## src/rtl/fft_stage_sequencer.sv

```systemverilog
// Address/strobe sequencer for an in-place radix-2 256-point FFT: 8 stages of 128 butterflies.
// Optional macro FFT_SEQ_PERF_EN adds the cycle_cnt[15:0] busy-cycle counter output.
module fft_stage_sequencer #(
    parameter int BFLY_LAT = 3
) (
    input  logic       clk,
    input  logic       n_rst,
    input  logic       fft_start,
    input  logic       abort,
    output logic       rd_en,
    output logic [8:0] rd_addr_a,
    output logic [8:0] rd_addr_b,
    output logic [6:0] tw_addr,
    output logic       wr_en,
    output logic [8:0] wr_addr_a,
    output logic [8:0] wr_addr_b,
    output logic [2:0] stage,
    output logic       busy,
    output logic       fft_done,
    output logic       start_err
`ifdef FFT_SEQ_PERF_EN
    ,
    output logic [15:0] cycle_cnt
`endif
);

    localparam logic [1:0] S_IDLE  = 2'd0;
    localparam logic [1:0] S_ISSUE = 2'd1;
    localparam logic [1:0] S_DRAIN = 2'd2;
    localparam logic [1:0] S_DONE  = 2'd3;
    localparam logic [2:0] LAT_M1  = 3'(BFLY_LAT - 1);

    // Operand A address: group base (grp * 2 * span) plus position inside the group.
    function automatic logic [8:0] addr_a_f(input logic [6:0] k, input logic [2:0] s);
        logic [8:0] k9;
        logic [8:0] pos;
        logic [8:0] grp;
        k9  = {2'b00, k};
        pos = k9 & ((9'd1 << s) - 9'd1);
        grp = k9 >> s;
        return (grp << ({1'b0, s} + 4'd1)) | pos;
    endfunction

    function automatic logic [6:0] tw_f(input logic [6:0] k, input logic [2:0] s);
        logic [6:0] pos;
        pos = k & ((7'd1 << s) - 7'd1);
        return pos << (3'd7 - s);
    endfunction

    logic [1:0]  state_q, state_d;
    logic [2:0]  stage_q, stage_d;
    logic [6:0]  k_q, k_d;
    logic [2:0]  dcnt_q, dcnt_d;
    logic        flush_s;
    logic        rd_en_q, rd_en_d;
    logic [8:0]  rd_addr_a_q, rd_addr_a_d;
    logic [8:0]  rd_addr_b_q, rd_addr_b_d;
    logic [6:0]  tw_addr_q, tw_addr_d;
    logic        busy_q, busy_d;
    logic        fft_done_q, fft_done_d;
    logic        start_err_q, start_err_d;
    // Each delay-line entry packs {en, addr_a, addr_b}.
    logic [18:0] wpipe_q [BFLY_LAT];
    logic [18:0] wpipe_d [BFLY_LAT];

    // FSM next-state, stage/k stepping and abort handling.
    always_comb begin
        state_d = state_q;
        stage_d = stage_q;
        k_d     = k_q;
        dcnt_d  = dcnt_q;
        flush_s = 1'b0;
        case (state_q)
            S_IDLE: begin
                if (fft_start && !abort) begin
                    state_d = S_ISSUE;
                    stage_d = 3'd0;
                    k_d     = 7'd0;
                end else begin
                    state_d = S_IDLE;
                end
            end
            S_ISSUE: begin
                if (k_q == 7'd127) begin
                    state_d = S_DRAIN;
                    dcnt_d  = LAT_M1;
                end else begin
                    k_d = k_q + 7'd1;
                end
            end
            S_DRAIN: begin
                if (dcnt_q != 3'd0) begin
                    dcnt_d = dcnt_q - 3'd1;
                end else if (stage_q == 3'd7) begin
                    state_d = S_DONE;
                end else begin
                    state_d = S_ISSUE;
                    stage_d = stage_q + 3'd1;
                    k_d     = 7'd0;
                end
            end
            S_DONE: begin
                state_d = S_IDLE;
                stage_d = 3'd0;
                k_d     = 7'd0;
            end
            default: begin
                state_d = S_IDLE;
                stage_d = 3'd0;
                k_d     = 7'd0;
            end
        endcase
        if (abort && (state_q != S_IDLE)) begin
            state_d = S_IDLE;
            stage_d = 3'd0;
            k_d     = 7'd0;
            dcnt_d  = 3'd0;
            flush_s = 1'b1;
        end else begin
            flush_s = 1'b0;
        end
    end

    // Output values are derived from the next state so they register in step with it.
    always_comb begin
        rd_en_d     = (state_d == S_ISSUE);
        busy_d      = (state_d != S_IDLE);
        fft_done_d  = (state_d == S_DONE);
        start_err_d = fft_start && busy_q;
        if (rd_en_d) begin
            rd_addr_a_d = addr_a_f(k_d, stage_d);
            rd_addr_b_d = rd_addr_a_d + (9'd1 << stage_d);
            tw_addr_d   = tw_f(k_d, stage_d);
        end else begin
            rd_addr_a_d = 9'd0;
            rd_addr_b_d = 9'd0;
            tw_addr_d   = 7'd0;
        end
    end

    // Write delay line: read strobe/addresses shifted by BFLY_LAT, cleared on abort.
    always_comb begin
        wpipe_d[0] = {rd_en_q, rd_addr_a_q, rd_addr_b_q};
        for (int i = 1; i < BFLY_LAT; i++) begin
            wpipe_d[i] = wpipe_q[i-1];
        end
        if (flush_s) begin
            for (int i = 0; i < BFLY_LAT; i++) begin
                wpipe_d[i] = 19'd0;
            end
        end else begin
            wpipe_d[0] = {rd_en_q, rd_addr_a_q, rd_addr_b_q};
        end
    end

    // State and output registers.
    always_ff @(posedge clk or negedge n_rst) begin
        if (!n_rst) begin
            state_q     <= S_IDLE;
            stage_q     <= 3'd0;
            k_q         <= 7'd0;
            dcnt_q      <= 3'd0;
            rd_en_q     <= 1'b0;
            rd_addr_a_q <= 9'd0;
            rd_addr_b_q <= 9'd0;
            tw_addr_q   <= 7'd0;
            busy_q      <= 1'b0;
            fft_done_q  <= 1'b0;
            start_err_q <= 1'b0;
            for (int i = 0; i < BFLY_LAT; i++) begin
                wpipe_q[i] <= 19'd0;
            end
        end else begin
            state_q     <= state_d;
            stage_q     <= stage_d;
            k_q         <= k_d;
            dcnt_q      <= dcnt_d;
            rd_en_q     <= rd_en_d;
            rd_addr_a_q <= rd_addr_a_d;
            rd_addr_b_q <= rd_addr_b_d;
            tw_addr_q   <= tw_addr_d;
            busy_q      <= busy_d;
            fft_done_q  <= fft_done_d;
            start_err_q <= start_err_d;
            for (int i = 0; i < BFLY_LAT; i++) begin
                wpipe_q[i] <= wpipe_d[i];
            end
        end
    end

    assign rd_en     = rd_en_q;
    assign rd_addr_a = rd_addr_a_q;
    assign rd_addr_b = rd_addr_b_q;
    assign tw_addr   = tw_addr_q;
    assign stage     = stage_q;
    assign busy      = busy_q;
    assign fft_done  = fft_done_q;
    assign start_err = start_err_q;
    assign wr_en     = wpipe_q[BFLY_LAT-1][18];
    assign wr_addr_a = wpipe_q[BFLY_LAT-1][17:9];
    assign wr_addr_b = wpipe_q[BFLY_LAT-1][8:0];

`ifdef FFT_SEQ_PERF_EN
    logic [15:0] cycle_cnt_q, cycle_cnt_d;

    // Busy-cycle counter: cleared on start acceptance, frozen whenever idle.
    always_comb begin
        if ((state_q == S_IDLE) && fft_start && !abort) begin
            cycle_cnt_d = 16'd0;
        end else if (busy_q) begin
            cycle_cnt_d = cycle_cnt_q + 16'd1;
        end else begin
            cycle_cnt_d = cycle_cnt_q;
        end
    end

    // Counter register.
    always_ff @(posedge clk or negedge n_rst) begin
        if (!n_rst) begin
            cycle_cnt_q <= 16'd0;
        end else begin
            cycle_cnt_q <= cycle_cnt_d;
        end
    end

    assign cycle_cnt = cycle_cnt_q;
`endif

endmodule

```

## config.mk

```make
export PLATFORM = sky130hd
export DESIGN_NAME = fft_stage_sequencer
export DESIGN_NICKNAME = d
export VERILOG_FILES = /design/src/rtl/fft_stage_sequencer.sv
export SDC_FILE = /design/constraint.sdc
export NUM_CORES = 1
export LEC_CHECK = 0
export CAP_MARGIN = 10
export CORE_AREA = 2 2 96 98
export CTS_BUF_LIST = sky130_fd_sc_hd__clkbuf_8
export DETAILED_ROUTE_END_ITERATION = 16
export DIE_AREA = 0 0 98 100
export HOLD_SLACK_MARGIN = 0.05
export PLACE_DENSITY = 0.81
export SYNTH_ARGS = -nofsm -noshare
export SYNTH_HDL_FRONTEND = slang
export SYNTH_SLANG_ARGS = --single-unit
```

## constraint.sdc

```tcl
create_clock -name clk -period 5.4 [get_ports clk]
set_input_delay 1.08 -clock clk [delete_from_list [all_inputs] [get_ports clk]]
set_output_delay 1.08 -clock clk [all_outputs]
set_load 0.05 [all_outputs]
```

==> results.txt, run 1 <==
The flow ran to the end, and the final reports show no timing, DRC or antenna violations. The tools report the global routing usage on met1 as 34.3%. The number of hold buffers added after CTS was 0. The logs give 35.3% for the met2 track demand over resource in global routing and 0.68 ns for the setup slack on the worst flop-to-flop path. In this run the post-CTS setup repair buffer count came out at 0.

In this run, distinct cell masters in the synthesized netlist total 66. Total overflow reported by the global router: 0. met2 is the most crowded layer. Total routing resource utilization after global routing: 23.4%. Count of buffers inserted at the top-level ports: 54. The first global-routing pass estimated 18100 µm of wire.

By area the synthesized netlist is led by sky130_fd_sc_hd__dfrtp_1 50%, sky130_fd_sc_hd__and2_1 8.4%, sky130_fd_sc_hd__ha_1 4.5%. After detailed routing, the average wire length per cell comes to 16.7 µm. The setup slack at placement came out at 0.0233 ns. The count of nets left with antenna violations once routing finished came out at 0. The total of flip-flops plus latches after synthesis is 101, and the layout cell share with drive strength beyond 1 is 10.4%. The warning count from the yosys run was 0. For the pin with the worst max-slew slack, the measured transition is 0.706 ns. The power per standard cell area is 251 nW/µm², and the starting density of the core is 56.6%. Using the TritonRoute via totals, the vias-per-cell ratio works out to 5.78. The maximum buffer depth of the clock tree was 2; the final critical-path required period was 5.06 ns. CTS saw 101 sinks.

In the synthesized netlist the async set-or-reset flop fraction comes to 100%. Across the VDD grid, the largest voltage drop is 0.155 mV. The biggest area contributor in the post-synthesis netlist is sky130_fd_sc_hd__dfrtp_1. Headroom to the max-slew limit came out at 52.9%. Based on the critical path, the design can be clocked at up to 198 MHz. The proportion of netlist area held by the largest area contributor came out at 50.2%.

In this run the vertical extent of the chip is 100 µm. Across the run, the number of max-cap violations was 0. The worst setup path is of the in2reg kind. Adding up every negative setup slack in the final design gives 0 ns.

The pin count of the biggest net entering global routing is 59, and the last weighted congestion value of the routability-driven placer is 0.947. The completed layout was analyzed and its total power is 1.46 mW. In this run the worst path has a maximum fanout of 6. The floorplan core area was 8890 µm²; the critical path required time was 5.68 ns. The pre-antenna-repair detailed-routing pass consisted of 5 iterations. Clock skew on the completed layout was measured at 0.0176 ns.

Once layout is complete, the utilization of the core stands at 65.7%. The run gives 9800 µm² as the die footprint. Source of the worst register-to-register timing path: dcnt_q[0].

Summing all placed instances gives a cell area of 5630 µm². The tools report the category of the worst setup path launch point as an input pin. The logs give 5030 µm² for the synthesized area and 499 for the synthesized netlist cell count. The logs give 7960 µm for the HPWL after detailed placement and 4.74% for the met3 demand-to-capacity share in global routing. Setup repair after global routing left no endpoint under its margin.

Yosys mapped a number of flops with a built-in enable equal to 0. For this block, the via count after detailed routing is 3818. Dividing the final minimum period by the clock period gives 93.7%. The run gives 333 as the starting DRC count in detailed routing.

Measured in cells, the most critical reg-to-reg path has a length of 22. The post-cts repair resize count was 0; the leakage power summed over all cells was 2.78 nW. Tracing the worst setup path back leads to its startpoint at abort.

The tools report the net count of the finished layout as 567. After clock tree synthesis, the clock-pin slew on the worst setup and hold paths is 0.11 ns. The number of DRC violations after detailed routing was 0; the final count of hold timing violations was 0. The tools report the signal arrival time at the worst endpoint as 5.34 ns. For the setup violation total in the final timing report, the log shows 0. The total wire length after detailed routing was 11000 µm. TritonCTS built the clock tree.

The via count of the first global-routing pass was 3510. From synthesis to final layout, the design area changed by 16.1%. The number of rows in the core area came out at 35.

The number of clock buffers added by TritonCTS is 9. In this run the worst hold path is classified as reg2reg. The synthesized area per cell is 10.1 µm², and the post-synthesis sequential area ratio is 50.2%. The tools report the end of the critical path as rd_addr_b[8].

The number of antenna diodes in the final layout is 0. The tools report the worst path setup slack after routing as 0.340 ns. The net count after synthesis is 522, and the count of boundary I/O pins is 55. The count of pins over their slew limit is 0.

The tools report the worst-skew pair later-pin latency as 0.36 ns. The floorplan step set the die width to 98 µm. In this run the number of H-tree levels came out at 3.

The worst register-to-register path ends at rd_addr_b[8]. The run gives 5840 µm² as the post-layout instance area. In the synthesized netlist the dominant register cell turns out to be sky130_fd_sc_hd__dfrtp_1.

Number of antenna violations at the first check in global routing: 1. The root buffer cell chosen for the clock tree is sky130_fd_sc_hd__clkbuf_8. The worst setup path is captured at a flip-flop.
[per-stage QoR]
stage          hold WS (ns)  std cells
3_5_place_dp          0.433        644
3_3_place_gp          0.429        644
2_1_floorplan         0.428        499
4_1_cts               0.452        660
5_1_grt               0.467        660
6_report              0.450        660
[layer usage]
layer  vias to the layer above  wire length [µm]
met5                         -                13
met4                         2               263
met3                        29               711
met2                       171              5040
met1                      1808              4980
li1                       1808                 -
[worst min-delay path by stage]
stage | cells after the start | startpoint | slack (ns) | to
6_report | 1 | wpipe_q[50] | 0.45 | wpipe_q[31]
5_1_grt | 1 | wpipe_q[24] | 0.47 | wr_addr_b[5]
4_1_cts | 1 | wpipe_q[24] | 0.45 | wr_addr_b[5]
3_5_place_dp | 1 | wpipe_q[29] | 0.43 | wr_addr_a[1]
3_3_place_gp | 1 | wpipe_q[30] | 0.43 | wr_addr_a[2]
2_1_floorplan | 1 | wpipe_q[38] | 0.43 | wpipe_q[19]
[synthesized netlist by cell type (5+ instances only)]
library cell and number:
sky130_fd_sc_hd__a21o_1 5, sky130_fd_sc_hd__inv_1 19, sky130_fd_sc_hd__nor3_1 11, sky130_fd_sc_hd__nand4_1 7
sky130_fd_sc_hd__and3_1 6, sky130_fd_sc_hd__buf_4 20, sky130_fd_sc_hd__o211ai_1 9, sky130_fd_sc_hd__a21oi_1 30
sky130_fd_sc_hd__clkbuf_1 16, sky130_fd_sc_hd__o21ai_0 23, sky130_fd_sc_hd__nand3_1 11, sky130_fd_sc_hd__nor2_1 28
sky130_fd_sc_hd__nand2_1 30, sky130_fd_sc_hd__and2_1 68, sky130_fd_sc_hd__xnor2_1 5, sky130_fd_sc_hd__dfrtp_1 101
sky130_fd_sc_hd__a31oi_1 6, sky130_fd_sc_hd__ha_1 18, sky130_fd_sc_hd__buf_2 5
[layout make-up]
type	instances	area [µm²]
inverter	21	78.8
sequential	101	2530
clock inverter	7	91.3
fill	710	3050
tap	111	139
timing repair buffer	79	726
clock buffer	9	124
multi-input combinational	332	2160
[where the power goes]
group | switching, mW | total, mW | internal, mW
Sequential | 0.0179 | 0.798 | 0.780
Clock | 0.282 | 0.469 | 0.187
Combinational | 0.128 | 0.197 | 0.0689
[cells in the final DEF, fill, tap and decap left out, types with 6 or more instances in the layout]
cell type,netlist,layout
sky130_fd_sc_hd__a21oi_1,30,30
sky130_fd_sc_hd__a31oi_1,6,6
sky130_fd_sc_hd__and2_1,68,68
sky130_fd_sc_hd__and3_1,6,6
sky130_fd_sc_hd__buf_4,20,26
sky130_fd_sc_hd__clkbuf_8,0,9
sky130_fd_sc_hd__clkdlybuf4s50_1,0,53
sky130_fd_sc_hd__dfrtp_1,101,101
sky130_fd_sc_hd__ha_1,18,18
sky130_fd_sc_hd__inv_1,19,19
sky130_fd_sc_hd__nand2_1,30,30
sky130_fd_sc_hd__nand3_1,11,11
sky130_fd_sc_hd__nand4_1,7,7
sky130_fd_sc_hd__nor2_1,28,28
sky130_fd_sc_hd__nor3_1,11,11
sky130_fd_sc_hd__o211ai_1,9,9
sky130_fd_sc_hd__o21ai_0,23,23
[worst max-delay path, stage by stage]
cell                              delay, ns
sky130_fd_sc_hd__clkdlybuf4s50_1       0.56
sky130_fd_sc_hd__buf_4                 0.18
sky130_fd_sc_hd__nor3b_1               0.08
sky130_fd_sc_hd__and3_1                0.27
sky130_fd_sc_hd__or4b_1                0.58
sky130_fd_sc_hd__o2111a_1              0.17
sky130_fd_sc_hd__a211oi_1              0.30
sky130_fd_sc_hd__o21ai_0               0.20
sky130_fd_sc_hd__nand2_1               0.14
sky130_fd_sc_hd__nand2_1               0.11
sky130_fd_sc_hd__fa_1                  0.47
sky130_fd_sc_hd__a21o_1                0.17
sky130_fd_sc_hd__a21oi_1               0.20
sky130_fd_sc_hd__o21ai_0               0.15
sky130_fd_sc_hd__o21a_1                0.18
sky130_fd_sc_hd__o21ai_0               0.15
sky130_fd_sc_hd__nand2b_1              0.09
sky130_fd_sc_hd__a21o_1                0.17
sky130_fd_sc_hd__a21oi_2               0.10
[kinds of logic (layout without fill, tap and decap cells)]
kind of cell	Yosys count	after routing	synth area share [%]
flip-flops	101	101	50.2
adder cells (fa/ha/maj)	19	19	4.87
buffers and inverters	66	116	7.01
multiplexers	2	2	0.398
XOR/XNOR	8	8	1.39
AND/OR/NAND/NOR	184	184	20.4
AO/OA/AOI/OAI	119	119	15.8
[state kept, by name, summed over array words and instances, names as in the netlist, 2 cells and up]
name       flops
rd_addr_b      9
tw_addr        7
wr_addr_a      9
dcnt_q         3
stage          3
state_q        2
rd_addr_a      9
wpipe_q       38
wr_addr_b      9
k_q            7
No activity file was read; power rests on OpenSTA's default activity.
==> run 2: changes to the inputs <==
Settings changed: PLACE_DENSITY 0.81 to default, PLACE_DENSITY_LB_ADDON from default to 0.12.
==> results.txt, run 2 (synthesized netlist as in run 1, its figures left out) <==
The run finished with clean final reports. The category of the worst setup path launch point is an input pin (unchanged). The final critical-path required period is 5.11 ns (was 5.06 ns), and the total wire length after detailed routing is 11000 µm (about the same). The commonest non-fill, non-tap cell in the layout is sky130_fd_sc_hd__dfrtp_1 (unchanged). The height of the chip is 100 µm (unchanged). The leakage power summed over all cells is 2.79 nW (was 2.78 nW), and the post-cts repair resize count is 0 (unchanged). The cell class contributing the biggest share of worst-path delay was compound AO/OA/AOI/OAI gates (unchanged).

The power per standard cell area was 249 nW/µm² (was 251 nW/µm²); the final instance count without filler cells was 661 (was 660). The critical path required time is 5.68 ns (about the same). The combined buffer and inverter count along the critical path was 2 (unchanged); the setup violation total in the final timing report was 0 (unchanged). The layout cell share with drive strength beyond 1 was 11.1% (was 10.4%); the number of placed instances with taps included was 645 (was 644). The worst slew margin relative to its limit was 48.6% (was 52.9%); the pin slew with the least headroom to its limit was 0.772 ns (was 0.706 ns). Cell chain of the critical path: clkdlybuf4s50_1 > buf_4 > nor3b_1 > and3_1 > or4b_1 > a21boi_0 > o21bai_1 > o211ai_1 > or2_2 > nand3_1 > ha_1 > a21o_1 > a21oi_1 > o21ai_0 > o21a_1 > o21ai_0 > nand2b_1 > a21o_1 > a21oi_2 (was clkdlybuf4s50_1 > buf_4 > nor3b_1 > and3_1 > or4b_1 > o2111a_1 > a211oi_1 > o21ai_0 > nand2_1 > nand2_1 > fa_1 > a21o_1 > a21oi_1 > o21ai_0 > o21a_1 > o21ai_0 > nand2b_1 > a21o_1 > a21oi_2). The standard cell with the maximum stage delay on the critical path is sky130_fd_sc_hd__or4b_1 (unchanged). The nature of the critical path endpoint is a flip-flop (unchanged).

Total overflow reported by the global router: 0 (unchanged). For the maximum clock frequency, the log shows 196 MHz (was 198 MHz). The class of the tightest hold or removal check is reg2reg (unchanged).

The number of flip-flops under the largest register name came out at 38 (unchanged). The endpoint of the lowest-slack register-to-register path is rd_addr_b[8] (unchanged). The net count of the finished layout came out at 568 (was 567). The run gives 3814 (was 3818) as the vias after detailed routing. The logs give 300 (was 333) for the starting DRC count in detailed routing and 8890 µm² (unchanged) for the floorplan core area. The run gives 5.40 ns (was 5.34 ns) as the signal arrival time at the worst endpoint. The wire length of the first global-routing pass was 17800 µm (was 18100 µm); the horizontal extent of the die was 98 µm (unchanged). For the count of nets left with antenna violations after detail routing, the log shows 0 (unchanged). The via count of the first global-routing pass is 3468 (was 3510), and the cell depth of the worst setup path is 19 (unchanged). The tools report the switching power of the nets as 0.424 mW (was 0.428 mW). The tools report the internal power contribution as 1.03 mW (was 1.04 mW).

Period utilization: 94.7% (was 93.7%). The logs give 1.46 mW (about the same) for the total power after layout and 0.286 ns (was 0.340 ns) for the worst path setup slack after routing. Source of the worst register-to-register timing path: dcnt_q[0] (unchanged).

The number of sinks driven by the clock tree was 101 (unchanged); the count of cells along the worst register-to-register path was 20 (was 22). The maximum buffer depth of the clock tree is 2 (unchanged). Die footprint: 9800 µm² (unchanged).

The final count of hold timing violations is 0 (unchanged). The run gives 0.72 ns (was 0.68 ns) as the setup slack on the worst flop-to-flop path. The starting density of the core came out at 56.6% (unchanged). The HPWL after detailed placement came out at 8110 µm (was 7960 µm). Most used cells in the layout excluding fill and tap cells: 101 x sky130_fd_sc_hd__dfrtp_1, 68 x sky130_fd_sc_hd__and2_1, 53 x sky130_fd_sc_hd__clkdlybuf4s50_1, 30 x sky130_fd_sc_hd__nand2_1, 30 x sky130_fd_sc_hd__a21oi_1 (unchanged). Worst vdd rail ir drop: 0.138 mV (was 0.155 mV). The H-tree depth was 3 (unchanged); the critical-path maximum fanout was 7 (was 6). For the number of antenna violations at the first check in global routing, the log shows 0 (was 1). The max-cap violation count was 0 (unchanged); the clock slew seen by the registers of the worst setup and hold paths was 0.10 ns (was 0.11 ns). The tools report the number of DRC violations after detailed routing as 0 (unchanged). The logs give 5 (unchanged) for the total iterations of the first detailed-routing run and 23.2% (was 23.4%) for the total routing resource utilization after global routing.

For the CTS buffer count, the log shows 9 (unchanged). The end of the critical path was rd_addr_b[8] (unchanged). The tools report the antenna diode count as 0 (unchanged). The type of the worst setup path was in2reg (unchanged). The number of hold buffers added after cts was 0 (unchanged); the part of the total power dissipated in the clock network was 31.4% (was 32.0%). The logs give 54.8% (was 54.5%) for the proportion of power drawn by flip-flops and latches and 0 ns (unchanged) for the setup TNS after final layout.

The number of rows in the core area is 35 (unchanged), and the count of pins over their slew limit is 0 (unchanged). The cell chosen for the clock root is sky130_fd_sc_hd__clkbuf_8 (unchanged). The pin count of the biggest net entering global routing was 65 (was 59); the setup slack at placement was -0.0345 ns (was 0.0233 ns). The combinational share of power was 13.8% (was 13.5%). TritonCTS built the clock tree.

The tools report the launching instance or port of the critical path as abort (unchanged). Last weighted congestion value of the routability-driven placer: 0.929 (was 0.947). The tools report the number of buffers added for setup after CTS as 0 (unchanged). Setup repair after global routing left no endpoint under its margin. Register bank with the most flops: wpipe_q (unchanged).

Count of buffers inserted at the top-level ports: 54 (unchanged). The run gives 55 (unchanged) as the count of boundary I/O pins. The worst-skew pair later-pin latency was 0.36 ns (about the same).

The area growth from synthesis to final layout was 16.4% (was 16.1%); the average wire per cell in the routed design was 16.6 µm (was 16.7 µm). The clock skew after layout was 0.0117 ns (was 0.0176 ns); the largest incremental delay on the critical path was 0.59 ns (was 0.58 ns). Average vias per placed instance: 5.77 (was 5.78). Switching part of the total: 29.1% (was 29.2%).
==> run 2: worst min path at each step <==
stage,cells after the start,slack (ns),startpoint,endpoint
floorplan,1,0.43,wpipe_q[38],wpipe_q[19]
global placement,1,0.43,wpipe_q[35],wr_addr_a[7]
detailed placement,1,0.43,wpipe_q[28],wr_addr_a[0]
CTS,1,0.45,wpipe_q[40],wpipe_q[21]
global route,1,0.46,wpipe_q[47],wpipe_q[28]
finish,1,0.45,wpipe_q[34],wr_addr_a[6]
==> run 2: area by class of cell <==
type | instances | area [µm²]
multi-input cells | 332 | 2180
well taps | 111 | 139
flip-flops and latches | 101 | 2530
clock buffers | 9 | 124
fillers | 731 | 3030
clock inverters | 7 | 80.1
inverters | 21 | 78.8
repair buffers | 80 | 733
==> run 2: per-stage QoR <==
step | hold slack (ns) | area [µm²] | utilization (%)
CTS | 0.453 | 5840 | 65.7
floorplan | 0.428 | 5030 | -
detailed placement | 0.433 | 5640 | 63.4
global placement | 0.430 | 5640 | 63.4
finish | 0.453 | 5860 | 65.9
global route | 0.457 | 5860 | 65.9
==> run 2: metal layers <==
metal	vias up	GRT usage (%)	share of wire, %
li1	1804	-	-
met1	1834	34.2	47
met2	159	35.8	46
met3	17	4.46	6.2
met4	0	5.98	1.7
met5	-	0	0
==> run 2: power by group through the flow <==
stage | sequential, mW | combinational (mW) | clock (mW)
after detailed placement | 0.813 | 0.199 | 0
after global routing | 0.802 | 0.221 | 0.509
after global placement | 0.813 | 0.198 | 0
after floorplan | 0.828 | 0.115 | 0
after CTS | 0.799 | 0.200 | 0.472
final | 0.799 | 0.201 | 0.458
==> run 3: changes to the inputs <==
Settings changed: ABC_AREA from default to 1.
==> results.txt, run 3 <==
The tools report the worst vdd rail ir drop as 0.190 mV (was 0.138 mV). Most used cells in the layout excluding fill and tap cells: 103 x sky130_fd_sc_hd__inv_1, 103 x sky130_fd_sc_hd__nor2_1, 101 x sky130_fd_sc_hd__dfrtp_1, 95 x sky130_fd_sc_hd__nand2_1, 64 x sky130_fd_sc_hd__nand3_1 (was 101 x sky130_fd_sc_hd__dfrtp_1, 68 x sky130_fd_sc_hd__and2_1, 53 x sky130_fd_sc_hd__clkdlybuf4s50_1, 30 x sky130_fd_sc_hd__nand2_1, 30 x sky130_fd_sc_hd__a21oi_1). The last weighted congestion value of the routability-driven placer is 0.915 (was 0.929), and the area growth from synthesis to final layout is 14.2% (was 16.4%). The count of pins over their slew limit is 0 (unchanged). Most used standard cells in the synthesized netlist: 103 x sky130_fd_sc_hd__inv_1, 103 x sky130_fd_sc_hd__nor2_1, 101 x sky130_fd_sc_hd__dfrtp_1, 95 x sky130_fd_sc_hd__nand2_1, 64 x sky130_fd_sc_hd__nand3_1 (was 101 x sky130_fd_sc_hd__dfrtp_1, 68 x sky130_fd_sc_hd__and2_1, 30 x sky130_fd_sc_hd__a21oi_1, 30 x sky130_fd_sc_hd__nand2_1, 28 x sky130_fd_sc_hd__nor2_1).

Class of the tightest hold or removal check: reg2reg (unchanged). The critical-path maximum fanout came out at 10 (was 7). The synthesized area came out at 5060 µm² (was 5030 µm²). The pin count of the biggest net entering global routing is 75 (was 65), and the net count of the finished layout is 676 (was 568).

Switching power of the nets: 1.20 mW (was 0.424 mW). The number of buffers added for setup after CTS is 0 (unchanged). Top cell type by total area after synthesis: sky130_fd_sc_hd__dfrtp_1 (unchanged). For the number of sinks driven by the clock tree, the log shows 101 (unchanged). The area of all sequential standard cells is 2530 µm² (unchanged). Number of flip-flops under the largest register name: 38 (unchanged). The type of the worst setup path is in2reg (unchanged).

The clock slew seen by the registers of the worst setup and hold paths was 0.11 ns (was 0.10 ns); the final instance count without filler cells was 769 (was 661). The worst slew margin relative to its limit was 39.8% (was 48.6%). The category of the worst setup path launch point was an input pin (unchanged). The clock skew after layout is 0.0158 ns (was 0.0117 ns), and the total routing resource utilization after global routing is 22.8% (was 23.2%).

For the warning count from the yosys run, the log shows 0 (unchanged). The run gives 616 (was 499) as the synthesized netlist cell count. The total of flip-flops plus latches after synthesis works out to 101 (unchanged). Setup repair after global routing left no endpoint under its margin. For the count of nets left with antenna violations after detail routing, the log shows 0 (unchanged). The period utilization came out at 90.2% (was 94.7%). Number of fillers in the final layout: 752 (was 731). The H-tree depth is 3 (unchanged). The logs give 2.91 nW (was 2.79 nW) for the leakage power summed over all cells and 0 ns (unchanged) for the setup TNS after final layout. The internal power contribution is 1.47 mW (was 1.03 mW). The post-synthesis sequential area ratio was 50.0% (was 50.2%).

The proportion of power drawn by flip-flops and latches was 38.1% (was 54.8%); the via count of the first global-routing pass was 3557 (was 3468). The multi-input combinational cell area was 1880 µm² (was 2180 µm²); the average vias per placed instance was 5.17 (was 5.77). For the CTS buffer count, the log shows 9 (unchanged).

The layout cell share with drive strength beyond 1 works out to 8.05% (was 11.1%). The floorplan core area is 8890 µm² (unchanged), and the antenna diode count is 0 (unchanged). The height of the chip works out to 100 µm (unchanged). The tools report the number of hold buffers added after cts as 0 (unchanged). The max-cap violation count was 0 (unchanged). The number of placed instances with taps included was 753 (was 645); the HPWL after detailed placement was 7930 µm (was 8110 µm). The switching part of the total is 45.0% (was 29.1%).

The proportion of netlist area held by the largest area contributor was 50.0% (was 50.2%); the count of different cell masters after synthesis was 37 (was 66). The vias after detailed routing was 3975 (was 3814); the die footprint was 9800 µm² (unchanged). The most used flip-flop cell after synthesis was sky130_fd_sc_hd__dfrtp_1 (unchanged). The run gives 10700 µm (was 11000 µm) as the total wire length after detailed routing. Top area cells in the synthesized netlist: sky130_fd_sc_hd__dfrtp_1 50%, sky130_fd_sc_hd__inv_1 7.6%, sky130_fd_sc_hd__nor2_1 7.6% (was sky130_fd_sc_hd__dfrtp_1 50%, sky130_fd_sc_hd__and2_1 8.4%, sky130_fd_sc_hd__ha_1 4.5%). For the critical path required time, the log shows 5.71 ns (was 5.68 ns). The final count of hold timing violations is 0 (unchanged). Register bank with the most flops: wpipe_q (unchanged).

The flow ran to the end, and the final reports show no timing, DRC or antenna violations. The share of synthesized flip-flops with an asynchronous set or reset works out to 100% (unchanged). The tools report the nature of the critical path endpoint as a flip-flop (unchanged). The maximum clock frequency was 205 MHz (was 196 MHz); the count of buffers inserted at the top-level ports was 54 (unchanged).

The power per standard cell area came out at 462 nW/µm² (was 249 nW/µm²). The synthesized area per cell works out to 8.21 µm² (was 10.1 µm²). TritonCTS built the clock tree. The utilization after layout was 65.0% (was 65.9%). Starting density of the core: 56.9% (was 56.6%). The number of rows in the core area is 35 (unchanged), and the horizontal extent of the die is 98 µm (unchanged). Starting DRC count in detailed routing: 208 (was 300). The tools report the maximum buffer depth of the clock tree as 2 (unchanged). The tools report the part of the total power dissipated in the clock network as 18.0% (was 31.4%).

The signal arrival time at the worst endpoint was 5.18 ns (was 5.40 ns); the final critical-path required period was 4.87 ns (was 5.11 ns). For the tightest hold margin, the log shows 0.462 ns (was 0.453 ns). The net count after synthesis was 639 (was 522). The cell chosen for the clock root was sky130_fd_sc_hd__clkbuf_8 (unchanged). The logs give 0.37 ns (was 0.36 ns) for the worst-skew pair later-pin latency and 2.67 mW (was 1.46 mW) for the total power after layout.

The setup violation total in the final timing report is 0 (unchanged). The number of DRC violations after detailed routing is 0 (unchanged). The number of enable-type register cells in the synthesized netlist is 0 (unchanged), and the average wire per cell in the routed design is 13.9 µm (was 16.6 µm). The tools report the total iterations of the first detailed-routing run as 5 (unchanged).

The post-cts repair resize count is 0 (unchanged). Wire length of the first global-routing pass: 17700 µm (was 17800 µm). The number of antenna violations at the first check in global routing was 0 (unchanged). The logs give 43.9% (was 13.8%) for the combinational share of power and 0 (unchanged) for the total overflow reported by the global router.

The pin slew with the least headroom to its limit is 0.904 ns (was 0.772 ns). The run gives 55 (unchanged) as the count of boundary I/O pins.
[run 3: cell type report]
| cell class | instances | share of cell area [%] |
|---|---|---|
| flip-flops and latches | 101 | 43.7 |
| multi-input cells | 368 | 32.5 |
| repair buffers | 62 | 10.3 |
| inverters | 111 | 7.30 |
| well taps | 111 | 2.40 |
| clock buffers | 9 | 2.14 |
| clock inverters | 7 | 1.58 |
[run 3: power groups by stage]
stage / clock network (mW) / registers (mW) / logic [mW]
2_1_floorplan: 0 / 1.19 / 0.691
3_3_place_gp: 0 / 1.03 / 1.15
3_5_place_dp: 0 / 1.03 / 1.17
4_1_cts: 0.499 / 1.02 / 1.17
5_1_grt: 0.526 / 1.04 / 1.29
6_report: 0.481 / 1.02 / 1.17
[run 3: logic make-up after synthesis]
logic type                 after synthesis  share of synthesized area (%)
and+or+nand+nor                        288                           25.3
buffers and inverters                  147                           12.9
DFF                                    101                           50.0
AOI/OAI and AO/OA                       60                           6.83
adders and majority gates               19                           4.85
xor gates and xnor gates                 1                          0.173
[run 3: final timing paths]
| path | depth (start not counted) | slack, ns | start | endpoint |
|---|---|---|---|---|
| setup / recovery | 27 | 0.53 | abort | rd_addr_b[8] |
| setup reg to reg | 28 | 0.86 | dcnt_q[0] | rd_addr_b[8] |
| hold / removal | 2 | 0.46 | wpipe_q[39] | wpipe_q[20] |
| min in group asynchronous | 1 | 0.83 | n_rst | wpipe_q[56] |
| max in group asynchronous | 2 | 3.66 | n_rst | wpipe_q[34] |
| hold reg to reg | 2 | 0.46 | wpipe_q[39] | wpipe_q[20] |
[run 3: routing by layer]
layer	up-vias	wire length [µm]	track usage, %
li1	1967	-	-
met1	1870	5150	34.2
met4	0	101	5.13
met5	-	0	0
met3	12	565	3.83
met2	126	4870	35.4
[run 3: critical path, stage by stage]
cell                              delay (ns)
sky130_fd_sc_hd__clkdlybuf4s50_1        0.50
sky130_fd_sc_hd__inv_1                  0.14
sky130_fd_sc_hd__nand3_1                0.09
sky130_fd_sc_hd__nand2_1                0.11
sky130_fd_sc_hd__nand2_1                0.06
sky130_fd_sc_hd__nand2_1                0.05
sky130_fd_sc_hd__nand2_1                0.07
sky130_fd_sc_hd__nand2_2                0.19
sky130_fd_sc_hd__inv_1                  0.17
sky130_fd_sc_hd__ha_1                   0.24
sky130_fd_sc_hd__ha_1                   0.39
sky130_fd_sc_hd__inv_1                  0.23
sky130_fd_sc_hd__o22ai_2                0.16
sky130_fd_sc_hd__fa_1                   0.48
sky130_fd_sc_hd__a21oi_1                0.14
sky130_fd_sc_hd__nor2_1                 0.06
sky130_fd_sc_hd__nor2_1                 0.10
sky130_fd_sc_hd__nor2_1                 0.08
sky130_fd_sc_hd__nor2_1                 0.11
sky130_fd_sc_hd__inv_1                  0.05
sky130_fd_sc_hd__a21oi_1                0.21
sky130_fd_sc_hd__nor2_1                 0.06
sky130_fd_sc_hd__nor2_1                 0.10
sky130_fd_sc_hd__o21bai_1               0.09
sky130_fd_sc_hd__nand3_1                0.09
sky130_fd_sc_hd__nand2_1                0.05
sky130_fd_sc_hd__nor2_1                 0.09
[run 3: per-stage QoR]
step,area [µm²],worst slack [ns]
after floorplan,5060,1.11
after global placement,5560,0.413
after detailed placement,5560,0.217
after CTS,5780,0.600
after global routing,5780,0.216
final,5780,0.527
